## src/rtl/snn_pixel_loader.sv

```systemverilog
// Unpacks UART bytes LSB-first into 1-bit input-RAM writes; pulses core_start after a full frame, then waits for core_done.
// Optional SNN_LOADER_TIMEOUT_EN aborts a frame (frame_err pulse) after TIMEOUT_CYCLES of inter-byte silence.
module snn_pixel_loader #(
    parameter int NUM_BYTES      = 98,
    parameter int NUM_PIXELS     = 784,
    parameter int ADDR_W         = 10
`ifdef SNN_LOADER_TIMEOUT_EN
    ,
    parameter int TIMEOUT_CYCLES = 2_500_000
`endif
) (
    input  logic              clk,
    input  logic              rst_n,
    input  logic              rx_rdy,
    input  logic [7:0]        rx_data,
    output logic              ram_we,
    output logic [ADDR_W-1:0] ram_addr,
    output logic              ram_data,
    output logic              core_start,
    input  logic              core_done,
    output logic              busy,
    output logic              frame_err
);

    typedef enum logic [2:0] {
        IDLE      = 3'd0,
        UNPACK    = 3'd1,
        WAIT_BYTE = 3'd2,
        START     = 3'd3,
        WAIT_CORE = 3'd4
    } state_t;

    localparam logic [6:0]        LAST_BYTE = 7'(NUM_BYTES);
    localparam logic [ADDR_W-1:0] LAST_PIX  = ADDR_W'(NUM_PIXELS - 1);

    state_t            state;
    logic [7:0]        shift;
    logic [7:0]        hold;
    logic              hold_vld;
    logic [2:0]        bit_cnt;
    logic [6:0]        byte_cnt;
    logic [ADDR_W-1:0] pix_cnt;

`ifdef SNN_LOADER_TIMEOUT_EN
    localparam int             GAP_W    = $clog2(TIMEOUT_CYCLES + 1);
    localparam logic [GAP_W-1:0] LAST_GAP = GAP_W'(TIMEOUT_CYCLES - 1);
    logic [GAP_W-1:0] gap_cnt;
`endif

    // Write port is a pure decode of state registers, so it is glitch-free and never X.
    assign ram_we   = (state == UNPACK);
    assign ram_addr = pix_cnt;
    assign ram_data = shift[0];
    assign busy     = (state != IDLE);

    always_ff @(posedge clk or negedge rst_n) begin
        if (!rst_n) begin
            state      <= IDLE;
            shift      <= '0;
            hold       <= '0;
            hold_vld   <= 1'b0;
            bit_cnt    <= '0;
            byte_cnt   <= '0;
            pix_cnt    <= '0;
            core_start <= 1'b0;
`ifdef SNN_LOADER_TIMEOUT_EN
            gap_cnt    <= '0;
            frame_err  <= 1'b0;
`endif
        end else begin
            core_start <= 1'b0;
`ifdef SNN_LOADER_TIMEOUT_EN
            frame_err  <= 1'b0;
`endif
            case (state)
                IDLE: begin
                    if (rx_rdy) begin
                        shift    <= rx_data;
                        bit_cnt  <= '0;
                        byte_cnt <= byte_cnt + 7'd1;
                        state    <= UNPACK;
                    end
                end
                UNPACK: begin
                    pix_cnt <= (pix_cnt == LAST_PIX) ? '0 : pix_cnt + 1'b1;
                    shift   <= shift >> 1;
                    bit_cnt <= bit_cnt + 3'd1;
                    if (bit_cnt == 3'd7) begin
                        if (byte_cnt == LAST_BYTE) begin
                            hold_vld   <= 1'b0;
                            core_start <= 1'b1;
                            state      <= START;
                        end else if (hold_vld) begin
                            // Refill from the holding byte; a byte arriving now takes its place.
                            shift    <= hold;
                            byte_cnt <= byte_cnt + 7'd1;
                            hold_vld <= rx_rdy;
                            if (rx_rdy)
                                hold <= rx_data;
                        end else if (rx_rdy) begin
                            shift    <= rx_data;
                            byte_cnt <= byte_cnt + 7'd1;
                        end else begin
`ifdef SNN_LOADER_TIMEOUT_EN
                            gap_cnt <= '0;
`endif
                            state <= WAIT_BYTE;
                        end
                    end else if (rx_rdy && !hold_vld) begin
                        hold     <= rx_data;
                        hold_vld <= 1'b1;
                    end
                end
                WAIT_BYTE: begin
                    if (rx_rdy) begin
                        shift    <= rx_data;
                        bit_cnt  <= '0;
                        byte_cnt <= byte_cnt + 7'd1;
                        state    <= UNPACK;
                    end
`ifdef SNN_LOADER_TIMEOUT_EN
                    else if (gap_cnt == LAST_GAP) begin
                        frame_err <= 1'b1;
                        pix_cnt   <= '0;
                        byte_cnt  <= '0;
                        hold_vld  <= 1'b0;
                        hold      <= '0;
                        state     <= IDLE;
                    end else begin
                        gap_cnt <= gap_cnt + 1'b1;
                    end
`endif
                end
                START: begin
                    pix_cnt  <= '0;
                    byte_cnt <= '0;
                    hold_vld <= 1'b0;
                    state    <= WAIT_CORE;
                end
                WAIT_CORE: begin
                    if (core_done)
                        state <= IDLE;
                end
                default: state <= IDLE;
            endcase
        end
    end

`ifndef SNN_LOADER_TIMEOUT_EN
    assign frame_err = 1'b0;
`endif

endmodule

```

## config.mk

```make
export PLATFORM = sky130hd
export DESIGN_NAME = snn_pixel_loader
export DESIGN_NICKNAME = d
export VERILOG_FILES = /design/src/rtl/snn_pixel_loader.sv
export SDC_FILE = /design/constraint.sdc
export NUM_CORES = 1
export LEC_CHECK = 0
export ABC_AREA = 0
export CORE_MARGIN = 2
export CORE_UTILIZATION = 50
export CTS_CLUSTER_DIAMETER = 60
export CTS_CLUSTER_SIZE = 40
export DETAILED_ROUTE_END_ITERATION = 10
export PLACE_DENSITY = 0.75
export SLEW_MARGIN = 40
export SYNTH_ARGS = -nofsm -noshare
export SYNTH_HDL_FRONTEND = slang
export SYNTH_SLANG_ARGS = --single-unit
export TNS_END_PERCENT = 50
```

## constraint.sdc

```tcl
create_clock -name clk -period 1.97 [get_ports clk]
set_input_delay 0.2955 -clock clk [delete_from_list [all_inputs] [get_ports clk]]
set_output_delay 0.2955 -clock clk [all_outputs]
set_load 0.005 [all_outputs]
```

==> summary.txt, run 1 <==
Outcome
  – Status: finished, final reports clean

Clock network
  – Hold Buf Count CTS: 0
  – CTS tree: built
  – Reg clk slew, reported paths: 80 ps
  – Clock root buffer: clkbuf_8
  – H-tree depth: 2
  – Clock sink count: 41
  – CTS max path bufs: 2
  – Inserted Clock Buffers: 5
  – Clock latency on the worst-skew pair: a little under 300 ps

Cells and area
  – Synth-to-Final Area Change: 25.8%
  – Layout cells sized above 1: roughly 18%
  – Filler Cells Inserted: about 360
  – Fin nets: around 310
  – Ant. Diodes: 0
  – Multi-input gate area: about 1200 um^2
  – FF/Latch Area: around 1000 um^2

Floorplanning
  – Die area: roughly 5200 um^2
  – Core box area: 4410 um^2
  – Num ports: 27
  – Die Height: around 70 um
  – Site Rows: 24
  – Initial Util: between 50 and 60%
  – Die width: about 72 um

Global routing
  – First-pass GRT wire length: 8850 um
  – GRT Util Overall: approximately 22%
  – Vias in the first global route: between 1500 and 2000
  – Initial antenna violation count: 0
  – Largest net degree at the start of global routing: 42
  – Overflow left after global routing: 0

Critical path
  – Crit. Startpoint: bit_cnt[0]
  – Slowest CP cell: or4_4
  – CP Launch Type: flop
  – Reg2reg start: bit_cnt[0]
  – Worst path required time: between 2000 and 2500 ps
  – Critical path arrival: 2110 ps
  – Crit. End Element: flop
  – Reg2reg setup slack: 40 ps
  – Setup CP Type: flop to flop
  – Crit-path leading delay family: simple AND/OR/NAND/NOR gates
  – Cell Chain, Critical Path: ha_2, ha_4, nor3b_2, or3_4, or4_4, mux2_4
  – Slowest stage delay, CP: around 430 ps
  – Worst R2R End: byte_cnt[6]
  – Worst Reg-to-Reg Cells: 6
  – Worst setup path end: byte_cnt[6]
  – Buf+Inv Stages, Crit Path: 0
  – Stages on the worst setup path: 6
  – Crit-path max FO: 2

Timing
  – Worst Max-Slew Pin Slew: roughly 700 ps
  – Slew Viols, Final: 0
  – Fin crit share: between 90% and 100%
  – Fin. Hold Viols: 0
  – Setup TNS: 0 ps
  – Fin worst setup slack: around 44 ps
  – Fmax: 519 MHz
  – Setup violators final: 0
  – Setup Skew: ~4.5 ps
  – Fin crit period: 1930 ps
  – Final hold slack: 55.2 ps
  – Slew HR: between 50% and 60%
  – RSZ-0062 raised after global routing: yes

Min path
  – Worst Hold Class: input port to async pin

Synthesis
  – Library cells used by synthesis: 58
  – Synth async-reset ratio: between 90% and 100%
  – Commonest register cell after synthesis: dfrtp_1
  – Ys Warns: 0
  – Number of synthesized flops with an enable pin: 0
  – Seq/Total Area, Yosys: 44.4%
  – Cells after Synth: 247
  – Synthesized area: about 2300 um^2
  – Seq cells post-synth: between 40 and 50
  – Post-Syn Nets: 264
  – Mean post-synth cell area: 9.36 um^2

Routing
  – Routed Antenna Nets: 0
  – Detailed Route WL: approximately 5300 um
  – M1 WL: around 2500 um
  – Top layer in use: met4
  – Total vias in the final route: around 2000
  – Iteration-0 DRC Markers: roughly 170
  – DR WL met2: approximately 2400 um
  – DRC: 0
  – Metal3 WL: around 250 um
  – Post-DR wirelength/cell: between 15 and 20 um
  – Drt via density: a little under 6
  – Drt pass-1 iters: 4

Power
  – Maximum vdd drop: 0.571 mV
  – Leakage: ~0.0013 uW
  – Power density cells: 1390 nW/um^2

Placed design
  – Hpwl dp: around 3800 um
  – Pre-CTS setup slack: -146 ps
  – IO buf count: 25
  – Gpl congestion: roughly 0.85

Run
  – MaxCap Viol Count: 0
power breakdown:
group          internal, uW  total (uW)  switching [uW]
clock                   413         705             292
sequential             1190        1500             311
combinational           986        1850             860
per-stage QoR:
stage	power [uW]	util, %	instances	area [um^2]
after floorplan	2650	-	247	2340
after detailed placement	3330	62.8	332	2770
after CTS	4060	65.7	341	2900
final	4060	65.9	341	2910
after global routing	4370	65.9	341	2910
after global placement	3270	62.8	332	2770
state kept, by name, summed over array words and instances, names as in the netlist:
signal,cells
bit_cnt,3
byte_cnt,7
core_start,1
hold,8
hold_vld,1
ram_addr,10
shift,8
state,3
worst min-delay path by stage:
stage             endpoint
2_1_floorplan   bit_cnt[0]
3_3_place_gp   ram_addr[7]
3_5_place_dp   ram_addr[7]
4_1_cts        ram_addr[7]
5_1_grt        ram_addr[8]
6_report       ram_addr[8]
layout make-up:
cell class | count | area share [%]
Tap cell | 52 | 2.24
Clock buffer | 7 | 2.97
Timing Repair Buffer | 51 | 15.5
Clock inverter | 1 | 1.03
Multi-Input combinational cell | 182 | 42.0
Sequential cell | 41 | 35.3
Inverter | 7 | 0.904
Yosys cell counts (3+ instances only):
cell type	count	area (um^2)
a22o_1	4	35.0
inv_1	6	22.5
buf_2	3	15.0
o31ai_1	3	22.5
ha_1	5	62.6
dfrtp_1	41	1030
nand2b_1	3	18.8
nor2_1	21	78.8
nand2_1	16	60.1
nand3_1	8	40.0
a21oi_1	13	65.1
nor3_1	11	55.1
o21ai_0	19	95.1
clkbuf_1	12	45.0
and3_1	5	31.3
mux2_2	3	33.8
a32oi_1	7	61.3
a21o_1	3	22.5
a31oi_1	10	62.6
mux2_1	7	78.8
layout by cell type, fill, tap and decap left out, types with 3 or more instances in the layout:
cell	synthesis	routed
a21oi_1	13	13
inv_1	6	6
a31oi_1	10	10
o21ai_0	19	19
a21o_1	3	3
mux2_2	3	3
clkbuf_8	0	6
ha_1	5	3
nand3_1	8	8
dfrtp_1	41	40
mux2_1	7	6
o31ai_1	3	3
nor2_1	21	21
nand2b_1	3	3
a32oi_1	7	7
nor3_1	11	11
and3_1	5	5
clkdlybuf4s50_1	0	22
a22o_1	4	4
buf_4	1	25
nand2_1	16	16
metal layers:
metal  GRT usage [%]  vias up
li1                -     1008
met1            31.7      975
met2            33.0       45
met3            4.72        6
met4            6.92        0
met5               0        -
repair_timing:
action / in CTS / in global routing
endpoints found under the setup margin: 2 / 4
pin swaps: 0 / 1
resized for setup: 4 / 2
setup buffers: 1 / 0
kinds of logic after synthesis:
family / count (synthesis) / synth area share, %
other cells: 1 / 0.162
flops: 41 / 44.4
mux: 11 / 5.30
buf+inv: 24 / 4.22
xor+xnor: 1 / 0.379
fa+ha+maj: 5 / 2.71
simple gates: 86 / 19.8
compound gates: 78 / 23.1
No activity file was read; power rests on OpenSTA's default activity.
==> run 2: changes to the inputs <==
--- a/config.mk
+++ b/config.mk
@@ -7,12 +7,12 @@
 export LEC_CHECK = 0
 export ABC_AREA = 0
 export CORE_MARGIN = 2
-export CORE_UTILIZATION = 50
+export CORE_UTILIZATION = 45
 export CTS_CLUSTER_DIAMETER = 60
 export CTS_CLUSTER_SIZE = 40
 export DETAILED_ROUTE_END_ITERATION = 10
-export PLACE_DENSITY = 0.75
-export SLEW_MARGIN = 40
+export PLACE_DENSITY = 0.69
+export SLEW_MARGIN = 15
 export SYNTH_ARGS = -nofsm -noshare
 export SYNTH_HDL_FRONTEND = slang
 export SYNTH_SLANG_ARGS = --single-unit
==> run 2 against run 1 <==
Compared with the run above: clock skew rose by 5.7 ps; die area increased by 10%; clock power down 5.0%; cell area is 3.9% higher; critical endpoint unchanged; largest cell class unchanged.
==> summary.txt, run 2 (synthesized netlist as in run 1, its figures left out) <==
Outcome
  – Status: finished, final reports clean

Floorplanning
  – Num ports: 27 (unchanged)
  – Site Rows: 26 (+8.3%)
  – Die area: 5730 um^2 (+10%)
  – Initial Util: 45.9% (-6.5 points)
  – Die Height: 75.7 um (+5.1%)
  – Die width: 75.7 um (+5.1%)
  – Core box area: 5040 um^2 (+14%)

Placed design
  – Gpl congestion: 0.893 (+4.9%)
  – IO buf count: 25 (unchanged)
  – Hpwl dp: 3920 um (+3.2%)
  – Pre-CTS setup slack: -106 ps (+40.1 ps)

Power
  – Maximum vdd drop: 0.681 mV (+19%)
  – Final Power: 4090 uW (+0.96%)
  – Power density cells: 1360 nW/um^2 (-2.8%)
  – Leakage: 0.00132 uW (+4.5%)

Clock network
  – CTS tree: built
  – Inserted Clock Buffers: 5 (unchanged)
  – Clock root buffer: clkbuf_8
  – Clock latency on the worst-skew pair: 300 ps (about the same)
  – Reg clk slew, reported paths: 80 ps (about the same)
  – H-tree depth: 2 (unchanged)
  – CTS max path bufs: 2 (unchanged)
  – Clock sink count: 41 (unchanged)

Timing
  – Setup Skew: 10.2 ps (+5.65 ps)
  – Fin crit share: 98.0% (+0.26 points)
  – Setup violators final: 0 (unchanged)
  – Fmax: 518 MHz (-0.27%)
  – RSZ-0062 raised after global routing: yes
  – Slew Viols, Final: 0 (unchanged)
  – Fin. Hold Viols: 0 (unchanged)
  – Fin crit period: 1930 ps (+5.19 ps)
  – Fin worst setup slack: 39.0 ps (-5.19 ps)

Routing
  – Routed Antenna Nets: 0 (unchanged)
  – Iteration-0 DRC Markers: 135 (-19%)
  – Drt via density: 5.68 (-4.8%)
  – Total vias in the final route: 2102 (+3.3%)
  – DRC: 0 (unchanged)
  – Detailed Route WL: 5460 um (+3.0%)
  – Post-DR wirelength/cell: 14.7 um (-5.0%)
  – Drt pass-1 iters: 4 (unchanged)

Critical path
  – Slowest stage delay, CP: 430 ps (about the same)
  – Worst Reg-to-Reg Cells: 6 (unchanged)
  – Setup CP Type: flop to flop
  – Cell Chain, Critical Path: ha_2, ha_4, nor3b_1, or3_4, or4_4, mux2_4
  – Crit-path max FO: 2 (unchanged)
  – Slowest CP cell: or4_4
  – Worst path required time: 2160 ps (about the same)
  – CP Launch Type: flop
  – Crit. End Element: flop
  – Critical path arrival: 2120 ps (about the same)

Cells and area
  – Fin nets: 317 (+3.9%)
  – Commonest non-fill, non-tap cell in the layout: dfrtp_1
  – Most frequent cells in the layout: dfrtp_1 (40), buf_4 (35), clkdlybuf4s50_1 (22)
  – Ant. Diodes: 0 (unchanged)
  – Synth-to-Final Area Change: 30.6%
  – Max reg flops: 10 (unchanged)
  – Layout cells sized above 1: 21.0% (+2.7 points)

Global routing
  – GRT Util Overall: 21.5% (-0.41 points)
  – First-pass GRT wire length: 9360 um (+5.8%)
  – Vias in the first global route: 1982 (+7.3%)
  – Overflow left after global routing: 0 (unchanged)
  – Largest net degree at the start of global routing: 23 (-45%)
  – Initial antenna violation count: 0 (unchanged)

Min path
  – Worst Hold Class: input port to async pin

Run
  – MaxCap Viol Count: 0 (unchanged)
-- run 2: path summary, 6_finish.rpt --
path | from | end | slack [ps]
min in group clk | hold[0] | hold[0] | 500
min reg2reg | hold[0] | hold[0] | 500
max reg2reg | bit_cnt[0] | byte_cnt[6] | 40
min | rst_n | ram_addr[1] | 490
max in group asynchronous | rst_n | shift[5] | 1000
max | bit_cnt[0] | byte_cnt[6] | 40
-- run 2: repair_timing --
action / 4_1_cts / 5_1_grt
cloned: 0 / 0
resized for setup: 5 / 1
buffers inserted: 5 / 1
hold buffers: 1 / 0
endpoints found under the hold margin: 19 / 0
pin swaps: 1 / 1
endpoints found under the setup margin: 2 / 7
-- run 2: cell type report --
cell class,instances,area [um^2]
Fill cell,416,2020
Clock inverter,2,35.0
Multi-Input combinational cell,182,1220
Timing Repair Buffer,63,556
Tap cell,70,87.6
Inverter,7,28.8
Sequential cell,41,1030
Clock buffer,5,68.8
-- run 2: routing by layer --
metal	up-vias	share of wire (%)	wire (um)	global-route usage, %
met5	-	0	0	0
met4	0	1.7	93	7.41
met3	12	3.8	208	4.37
met2	46	46	2510	32.8
met1	1015	48	2650	30.6
li1	1029	-	-	-
-- run 2: critical path: cells and delay by family (launching register included) --
family	cells	cell delay [ps]
multiplexers	1	300
adder cells (fa/ha/maj)	2	320
flip-flops	1	360
AND/OR/NAND/NOR	3	830
-- run 2: where the power goes --
part	switching (uW)	internal [uW]
Combinational	881	1050
Clock	301	369
Sequential	300	1190
Total	1480	2610
-- run 2: stage by stage --
stage / hold WS [ps] / instance area [um^2] / setup TNS (ps) / std cells / utilization (%)
floorplan: -0.0911 / 2340 / -27.3 / 247 / -
global placement: 291 / 2850 / -95.1 / 356 / 56.6
detailed placement: 288 / 2850 / -175 / 356 / 56.6
CTS: 502 / 3010 / 0 / 369 / 59.7
global route: 514 / 3020 / -125 / 370 / 59.9
finish: 486 / 3020 / 0 / 370 / 59.9
